===== src/rtl/vec_pkg.sv =====
// Shared state encoding and arithmetic helpers for the vector multiply engine.
// Saturation behaviour is selected by the VEC_MULT_SAT_EN macro in the users of this package.
package vec_pkg;

    typedef enum logic [1:0] {
        StIdle,
        StRun,
        StDrain,
        StDone
    } state_t;

    // Shift and optionally clip a sign-extended product; the caller narrows to its own width.
    function automatic logic [63:0] sat_mul(input logic signed [63:0] prod,
                                            input int unsigned        bits,
                                            input int unsigned        shift,
                                            input logic               sat_en);
        logic signed [63:0] r;
        logic signed [63:0] hi;
        logic signed [63:0] lo;
        r  = prod >>> shift;
        hi = (64'sd1 <<< (bits - 1)) - 64'sd1;
        lo = -(64'sd1 <<< (bits - 1));
        if (sat_en && (r > hi)) begin
            r = hi;
        end else if (sat_en && (r < lo)) begin
            r = lo;
        end
        return r;
    endfunction

    function automatic logic mul_clips(input logic signed [63:0] prod,
                                       input int unsigned        bits,
                                       input int unsigned        shift);
        logic signed [63:0] r;
        logic signed [63:0] hi;
        logic signed [63:0] lo;
        r  = prod >>> shift;
        hi = (64'sd1 <<< (bits - 1)) - 64'sd1;
        lo = -(64'sd1 <<< (bits - 1));
        return (r > hi) || (r < lo);
    endfunction

endpackage


===== src/rtl/single_multiplier.sv =====
// Signed BITS x BITS multiplier with arithmetic output shift and narrowing.
// With VEC_MULT_SAT_EN defined the result is clipped and a clip indication is produced.
module single_multiplier
    import vec_pkg::*;
#(
    parameter int unsigned BITS      = 8,
    parameter int unsigned OUT_SHIFT = 0
) (
    input  logic [BITS-1:0] a,
    input  logic [BITS-1:0] b,
`ifdef VEC_MULT_SAT_EN
    output logic            clip,
`endif
    output logic [BITS-1:0] result
);

    logic signed [2*BITS-1:0] prod;
    logic signed [63:0]       prod_ext;

    assign prod     = $signed(a) * $signed(b);
    assign prod_ext = 64'(prod);

`ifdef VEC_MULT_SAT_EN
    localparam logic SatEn = 1'b1;
    assign clip = mul_clips(prod_ext, BITS, OUT_SHIFT);
`else
    localparam logic SatEn = 1'b0;
`endif

    assign result = BITS'(sat_mul(prod_ext, BITS, OUT_SHIFT, SatEn));

endmodule


===== src/rtl/vec_mult_ctrl.sv =====
// Element-wise vector multiply sequencer: operand reads, one multiplier, skid-buffered writes.
// Optional VEC_MULT_SAT_EN adds result saturation and a sticky sat_flag output.
module vec_mult_ctrl
    import vec_pkg::*;
#(
    parameter int unsigned BITS      = 8,
    parameter int unsigned OUT_SHIFT = 0,
    parameter int unsigned ADDR_W    = 8
) (
    input  logic              clk,
    input  logic              rst_n,
    input  logic              start,
    input  logic [ADDR_W:0]   len,
    input  logic [ADDR_W-1:0] a_base,
    input  logic [ADDR_W-1:0] b_base,
    input  logic [ADDR_W-1:0] d_base,
    output logic              busy,
    output logic              done,
    output logic              rd_en,
    output logic [ADDR_W-1:0] rd_addr_a,
    output logic [ADDR_W-1:0] rd_addr_b,
    input  logic [BITS-1:0]   rd_data_a,
    input  logic [BITS-1:0]   rd_data_b,
    output logic              wr_en,
    output logic [ADDR_W-1:0] wr_addr,
    output logic [BITS-1:0]   wr_data,
    input  logic              wr_ready
`ifdef VEC_MULT_SAT_EN
    ,
    output logic              sat_flag
`endif
);

    localparam logic [ADDR_W:0] One = (ADDR_W + 1)'(1);

    state_t            state_q, state_d;
    logic [ADDR_W:0]   len_q, len_d;
    logic [ADDR_W-1:0] a_base_q, a_base_d, b_base_q, b_base_d, d_base_q, d_base_d;
    logic [ADDR_W:0]   rd_cnt_q, rd_cnt_d, ld_cnt_q, ld_cnt_d, wr_cnt_q, wr_cnt_d;
    logic              in_flight_q, in_flight_d;
    logic              skid_valid_q, skid_valid_d;
    logic [BITS-1:0]   skid_data_q, skid_data_d;
    logic              out_valid_q, out_valid_d;
    logic [BITS-1:0]   out_data_q, out_data_d;
    logic [ADDR_W-1:0] out_addr_q, out_addr_d;
    logic [BITS-1:0]   prod;
    logic              accept, out_fire, out_free, rd_block, rd_go, last_rd, last_wr;

`ifdef VEC_MULT_SAT_EN
    logic clip;
    logic sat_q, sat_d;
`endif

    single_multiplier #(
        .BITS      (BITS),
        .OUT_SHIFT (OUT_SHIFT)
    ) u_mul (
        .a      (rd_data_a),
`ifdef VEC_MULT_SAT_EN
        .clip   (clip),
`endif
        .b      (rd_data_b),
        .result (prod)
    );

    assign accept   = (state_q == StIdle) && start;
    assign out_fire = out_valid_q && wr_ready;
    assign out_free = !out_valid_q || wr_ready;
    // Hold off a read whose returning data could find both the output and skid registers full.
    assign rd_block = out_valid_q && (skid_valid_q || (!wr_ready && in_flight_q));
    assign rd_go    = (state_q == StRun) && !rd_block;
    assign last_rd  = (rd_cnt_q == len_q - One);
    assign last_wr  = (wr_cnt_q == len_q - One);

    always_comb begin
        state_d = state_q;
        unique case (state_q)
            StIdle:  if (start) state_d = (len == '0) ? StDone : StRun;
            StRun:   if (rd_go && last_rd) state_d = StDrain;
            StDrain: if (out_fire && last_wr) state_d = StDone;
            StDone:  state_d = StIdle;
            default: state_d = StIdle;
        endcase
    end

    always_comb begin
        len_d        = len_q;
        a_base_d     = a_base_q;
        b_base_d     = b_base_q;
        d_base_d     = d_base_q;
        rd_cnt_d     = rd_cnt_q;
        ld_cnt_d     = ld_cnt_q;
        wr_cnt_d     = wr_cnt_q;
        in_flight_d  = rd_go;
        skid_valid_d = skid_valid_q;
        skid_data_d  = skid_data_q;
        out_valid_d  = out_valid_q;
        out_data_d   = out_data_q;
        out_addr_d   = out_addr_q;

        if (accept) begin
            len_d    = len;
            a_base_d = a_base;
            b_base_d = b_base;
            d_base_d = d_base;
            rd_cnt_d = '0;
            ld_cnt_d = '0;
            wr_cnt_d = '0;
        end
        if (rd_go) rd_cnt_d = rd_cnt_q + One;
        if (out_fire) wr_cnt_d = wr_cnt_q + One;

        if (out_free) begin
            if (skid_valid_q) begin
                out_valid_d  = 1'b1;
                out_data_d   = skid_data_q;
                skid_valid_d = in_flight_q;
                skid_data_d  = prod;
            end else begin
                out_valid_d = in_flight_q;
                if (in_flight_q) out_data_d = prod;
            end
            if (skid_valid_q || in_flight_q) begin
                out_addr_d = d_base_q + ld_cnt_q[ADDR_W-1:0];
                ld_cnt_d   = ld_cnt_q + One;
            end
        end else if (in_flight_q) begin
            skid_valid_d = 1'b1;
            skid_data_d  = prod;
        end
    end

    always_ff @(posedge clk or negedge rst_n) begin
        if (!rst_n) begin
            state_q      <= StIdle;
            len_q        <= '0;
            a_base_q     <= '0;
            b_base_q     <= '0;
            d_base_q     <= '0;
            rd_cnt_q     <= '0;
            ld_cnt_q     <= '0;
            wr_cnt_q     <= '0;
            in_flight_q  <= 1'b0;
            skid_valid_q <= 1'b0;
            skid_data_q  <= '0;
            out_valid_q  <= 1'b0;
            out_data_q   <= '0;
            out_addr_q   <= '0;
        end else begin
            state_q      <= state_d;
            len_q        <= len_d;
            a_base_q     <= a_base_d;
            b_base_q     <= b_base_d;
            d_base_q     <= d_base_d;
            rd_cnt_q     <= rd_cnt_d;
            ld_cnt_q     <= ld_cnt_d;
            wr_cnt_q     <= wr_cnt_d;
            in_flight_q  <= in_flight_d;
            skid_valid_q <= skid_valid_d;
            skid_data_q  <= skid_data_d;
            out_valid_q  <= out_valid_d;
            out_data_q   <= out_data_d;
            out_addr_q   <= out_addr_d;
        end
    end

`ifdef VEC_MULT_SAT_EN
    // Any element returning from memory that clipped marks the command.
    always_comb begin
        sat_d = sat_q;
        if (accept) sat_d = 1'b0;
        else if (in_flight_q && clip) sat_d = 1'b1;
    end

    always_ff @(posedge clk or negedge rst_n) begin
        if (!rst_n) sat_q <= 1'b0;
        else        sat_q <= sat_d;
    end

    assign sat_flag = sat_q;
`endif

    assign busy      = (state_q != StIdle);
    assign done      = (state_q == StDone);
    assign rd_en     = rd_go;
    assign rd_addr_a = a_base_q + rd_cnt_q[ADDR_W-1:0];
    assign rd_addr_b = b_base_q + rd_cnt_q[ADDR_W-1:0];
    assign wr_en     = out_valid_q;
    assign wr_addr   = out_addr_q;
    assign wr_data   = out_data_q;

endmodule

===== config.mk =====
export PLATFORM = sky130hd
export DESIGN_NAME = vec_mult_ctrl
export DESIGN_NICKNAME = d
export VERILOG_FILES = /design/src/rtl/vec_pkg.sv /design/src/rtl/single_multiplier.sv /design/src/rtl/vec_mult_ctrl.sv
export SDC_FILE = /design/constraint.sdc
export NUM_CORES = 1
export LEC_CHECK = 0
export BUFFER_PORTS_ARGS = -buffer_cell sky130_fd_sc_hd__buf_2
export CORE_MARGIN = 8
export CORE_UTILIZATION = 33
export DETAILED_ROUTE_END_ITERATION = 8
export PLACE_DENSITY_LB_ADDON = 0.2
export SLEW_MARGIN = 15
export SYNTH_ARGS = -nofsm -noshare
export SYNTH_HDL_FRONTEND = slang
export SYNTH_SLANG_ARGS = --single-unit

===== constraint.sdc =====
create_clock -name clk -period 3.6 [get_ports clk]
set_input_delay 0.54 -clock clk [delete_from_list [all_inputs] [get_ports clk]]
set_output_delay 0.54 -clock clk [all_outputs]
set_load 0.005 [all_outputs]

==> flow_results.org <==
** Outcome
- The run finished with clean final reports.

** Clocking
- Largest buffer count on any clock path :: 2
- Clock input transition at the sequential cells of the worst setup and hold paths :: 60 ps
- Clock root buffer :: clkbuf_16
- The clock reaches the later pin of the worst-skew pair after 340 ps.
- Maximum level of the CTS H-tree :: 3
- The number of hold buffers added after CTS was 0.
- PostCTS Resize Cnt :: 0
- Buffers added to address setup during post-CTS repair amount to 0.
- CTS tree :: built
- Clock tree synthesis found a total of 88 sinks.
- Clock tree synthesis inserted a total of 9 buffers.

** Critical path
- Worst-path maximum fanout :: 4
- STA classifies the critical path startpoint as an input pin.
- Slack of the worst reg-to-reg path :: 1160 ps
- Start point of the critical path :: rd_data_a[2]
- Startpoint of the lowest-slack register-to-register path :: len_q[0]
- The critical path in this run is classified as in2reg.
- The largest individual stage delay along the critical path comes from the cell fa_1.
- Counting cells, the worst reg-to-reg path comes to 9.
- The worst setup path is captured at a flop.
- Endpoint of the most critical register-to-register path :: state_q[0]
- Endpoint required time on the critical path :: 3830 ps
- Data arrival at the endpoint of the critical path :: 3630 ps
- Worst path cell trace :: buf_2, nand2_2, fa_2, fa_1, inv_2, ha_4, inv_2, fa_1, inv_1, ha_1, a21o_1, a21oi_2, xnor2_1, xnor2_1, mux2_2
- CP max stage delay :: 550 ps

** Synth
- Yosys mapped the design onto 53 distinct sky130hd cell types.
- Synth Net Count :: 816
- Main flop type after synthesis :: dfrtp_1
- Seq/Total Area, Yosys :: 36.17%
- Synthesis inferred 88 register bits.
- Number of instances in the synthesized netlist :: 699
- Async set-or-reset flop fraction in the synthesized netlist :: 100.0%
- Count of synthesis-stage warnings from yosys :: 0
- The synthesized netlist occupies a cell area of 0.006088 mm2.
- Number of flops mapped to enable cells by yosys :: 0
- Per-instance average area after synthesis :: 8.710 um2

** Drt
- The first detailed-routing pass ran for 4 iterations.
- Detailed-route DRC error count :: 0
- Iteration-0 DRC Markers :: 158
- Avg WL per Cell :: 14.36 um
- Antenna viol nets, final :: 0
- Summed over all layers, the routed wires come to 14670 um.
- Vias per cell :: 4.756
- Count of vias placed by the detailed router :: 4861

** Pwr
- Highest ir drop seen on vdd :: 0.3423 mV
- For this design the static power due to leakage is 3.581 nW.
- Overall power consumption :: 0.005255 W
- Cell area power density :: 727.9 mW/mm2

** STA
- Achievable frequency :: 293.4 MHz
- Final setup violation count :: 0
- On the final layout, the worst hold slack is 226.3 ps.
- Final Hold Viols :: 0
- Slew Limit Fails :: 0
- Slew of the pin with the lowest slew margin :: 705.0 ps
- Fraction of the cycle the final worst path needs :: 94.69%
- The worst pin sits at a relative slew slack of 53.00%.
- Fin Clk Skew :: 5.673 ps
- The worst path needs 3409 ps of the cycle, external delays included.
- Setup repair after global routing left no endpoint under its margin.
- Setup ws final :: 191.3 ps

** Global route
- Via count of the first global-routing pass :: 4964
- The first global-routing pass estimated 25010 um of wire.
- Pin count of the biggest net entering global routing :: 53
- Initial antenna violation count :: 0
- Across every metal layer, demand over resource in global routing totals 12.94%.
- Summed over all layers, the global routing overflow is 0.

** Die
- Chip height :: 151.8 um
- Count of pins on the block boundary :: 89
- The floorplan step defined a die boundary enclosing 0.02305 mm2.
- The floorplan has 49 rows.
- In this run the standard cell core region covers 0.01802 mm2.
- Effective utilization at floorplan :: 33.78%
- Die span in x :: 151.8 um

** Place
- In this run the tool buffered the top-level ports with 88 buffer cells.
- Timing analysis after detailed placement gives a worst setup slack of -239.2 ps.
- Summed over all nets, the half-perimeter wirelength after detailed placement is 11290 um.
- Routability cong. :: 0.8366

** Layout
- After filler insertion, the fill cell instance count of the layout stands at 1863.
- Compared with the post-synthesis result, the final layout area differs by 18.58%.
- The net count of the finished layout is 909.
- # diodes :: 0
- Cells with a size suffix above 1 make up 19.04% of the layout.

** Min path
- The worst hold path belongs to the class in2async.

** Job
- Maxcap violations :: 0
==> cell type report <==
| class | count | area, um2 | area share [%] |
|---|---|---|---|
| Multi-Input combinational cell | 533 | 3665 | 50.76 |
| Tap cell | 229 | 286.5 | 3.969 |
| Clock inverter | 2 | 35.03 | 0.4853 |
| Timing Repair Buffer | 107 | 603.1 | 8.354 |
| Clock buffer | 10 | 229.0 | 3.172 |
| Inverter | 53 | 198.9 | 2.756 |
| Sequential cell | 88 | 2202 | 30.50 |
==> state kept, by name, indices dropped and copies added, names as in the netlist <==
| register | cells |
|---|---|
| wr_cnt_q | 9 |
| wr_data | 8 |
| skid_data_q | 8 |
| len_q | 9 |
| in_flight_q | 1 |
| wr_addr | 8 |
| state_q | 2 |
| d_base_q | 8 |
| rd_cnt_q | 9 |
| a_base_q | 8 |
| wr_en | 1 |
| ld_cnt_q | 8 |
| b_base_q | 8 |
| skid_valid_q | 1 |
==> synth_stat cells, drive strengths merged (14+ instances only) <==
library cell / number / share of area [%]
a21oi: 27 / 2.3
and2: 20 / 2.1
and3: 14 / 1.4
clkbuf: 17 / 1.0
dfrtp: 88 / 36
fa: 15 / 4.9
ha: 49 / 10
inv: 53 / 3.3
nand2: 166 / 10
nor2: 24 / 1.5
o21ai: 65 / 5.4
xnor2: 43 / 6.2
xor2: 14 / 2.0
==> through the flow <==
step	setup TNS, ps	cell area [um2]	util (%)	std cells
CTS	0	7132	39.57	1022
global route	0	7219	40.05	1022
detailed placement	-757.1	6868	38.10	1010
floorplan	0	6107	-	699
finish	0	7219	40.05	1022
global placement	-622.6	6868	38.10	1010
==> kinds of logic after synthesis <==
| group | after synthesis | share of synthesized area [%] |
|---|---|---|
| AO/OA/AOI/OAI | 126 | 12.31 |
| adder cells (fa/ha/maj) | 65 | 15.17 |
| AND/OR/NAND/NOR | 272 | 20.76 |
| buffers and inverters | 78 | 5.179 |
| flip-flops | 88 | 36.17 |
| multiplexers | 13 | 2.219 |
| XOR/XNOR | 57 | 8.200 |
==> layout by cell type, fill, tap and decap left out, drive strengths merged, types with 10 or more instances in the layout <==
cell type / count
fa: 15
xnor2: 43
and2: 20
and3: 14
buf: 107
dfrtp: 88
inv: 53
o21ai: 65
clkbuf: 10
nor2: 24
ha: 49
xor2: 14
nand2: 166
a21oi: 27
==> routing by layer <==
layer | vias to the layer above | GRT usage (%) | wire (um)
met4 | 0 | 3.112 | 147
met3 | 11 | 3.472 | 594
met2 | 71 | 20.89 | 6678
li1 | 2501 | - | -
met5 | - | 0 | 0
met1 | 2278 | 16.85 | 7253
==> report_power, final <==
part / total (W) / internal (W) / switching (W)
clock: 0.000886 / 0.000521 / 0.000365
sequential: 0.00177 / 0.00137 / 0.000402
combinational: 0.00260 / 0.00118 / 0.00142
==> worst max-delay path: cells and delay by family <==
family | cells | cell delay, ps
compound gates | 2 | 340
mux | 1 | 260
xor+xnor | 2 | 250
simple gates | 1 | 60
fa+ha+maj | 5 | 1930
buf+inv | 4 | 250
==> worst max-delay path by stage <==
stage / endpoint / cells after the start
2_1_floorplan: skid_data_q[7] / 13
3_3_place_gp: skid_data_q[7] / 14
3_5_place_dp: wr_data[7] / 15
4_1_cts: wr_data[7] / 15
5_1_grt: wr_data[7] / 16
6_report: skid_data_q[7] / 15
No activity file was read; power rests on OpenSTA's default activity.
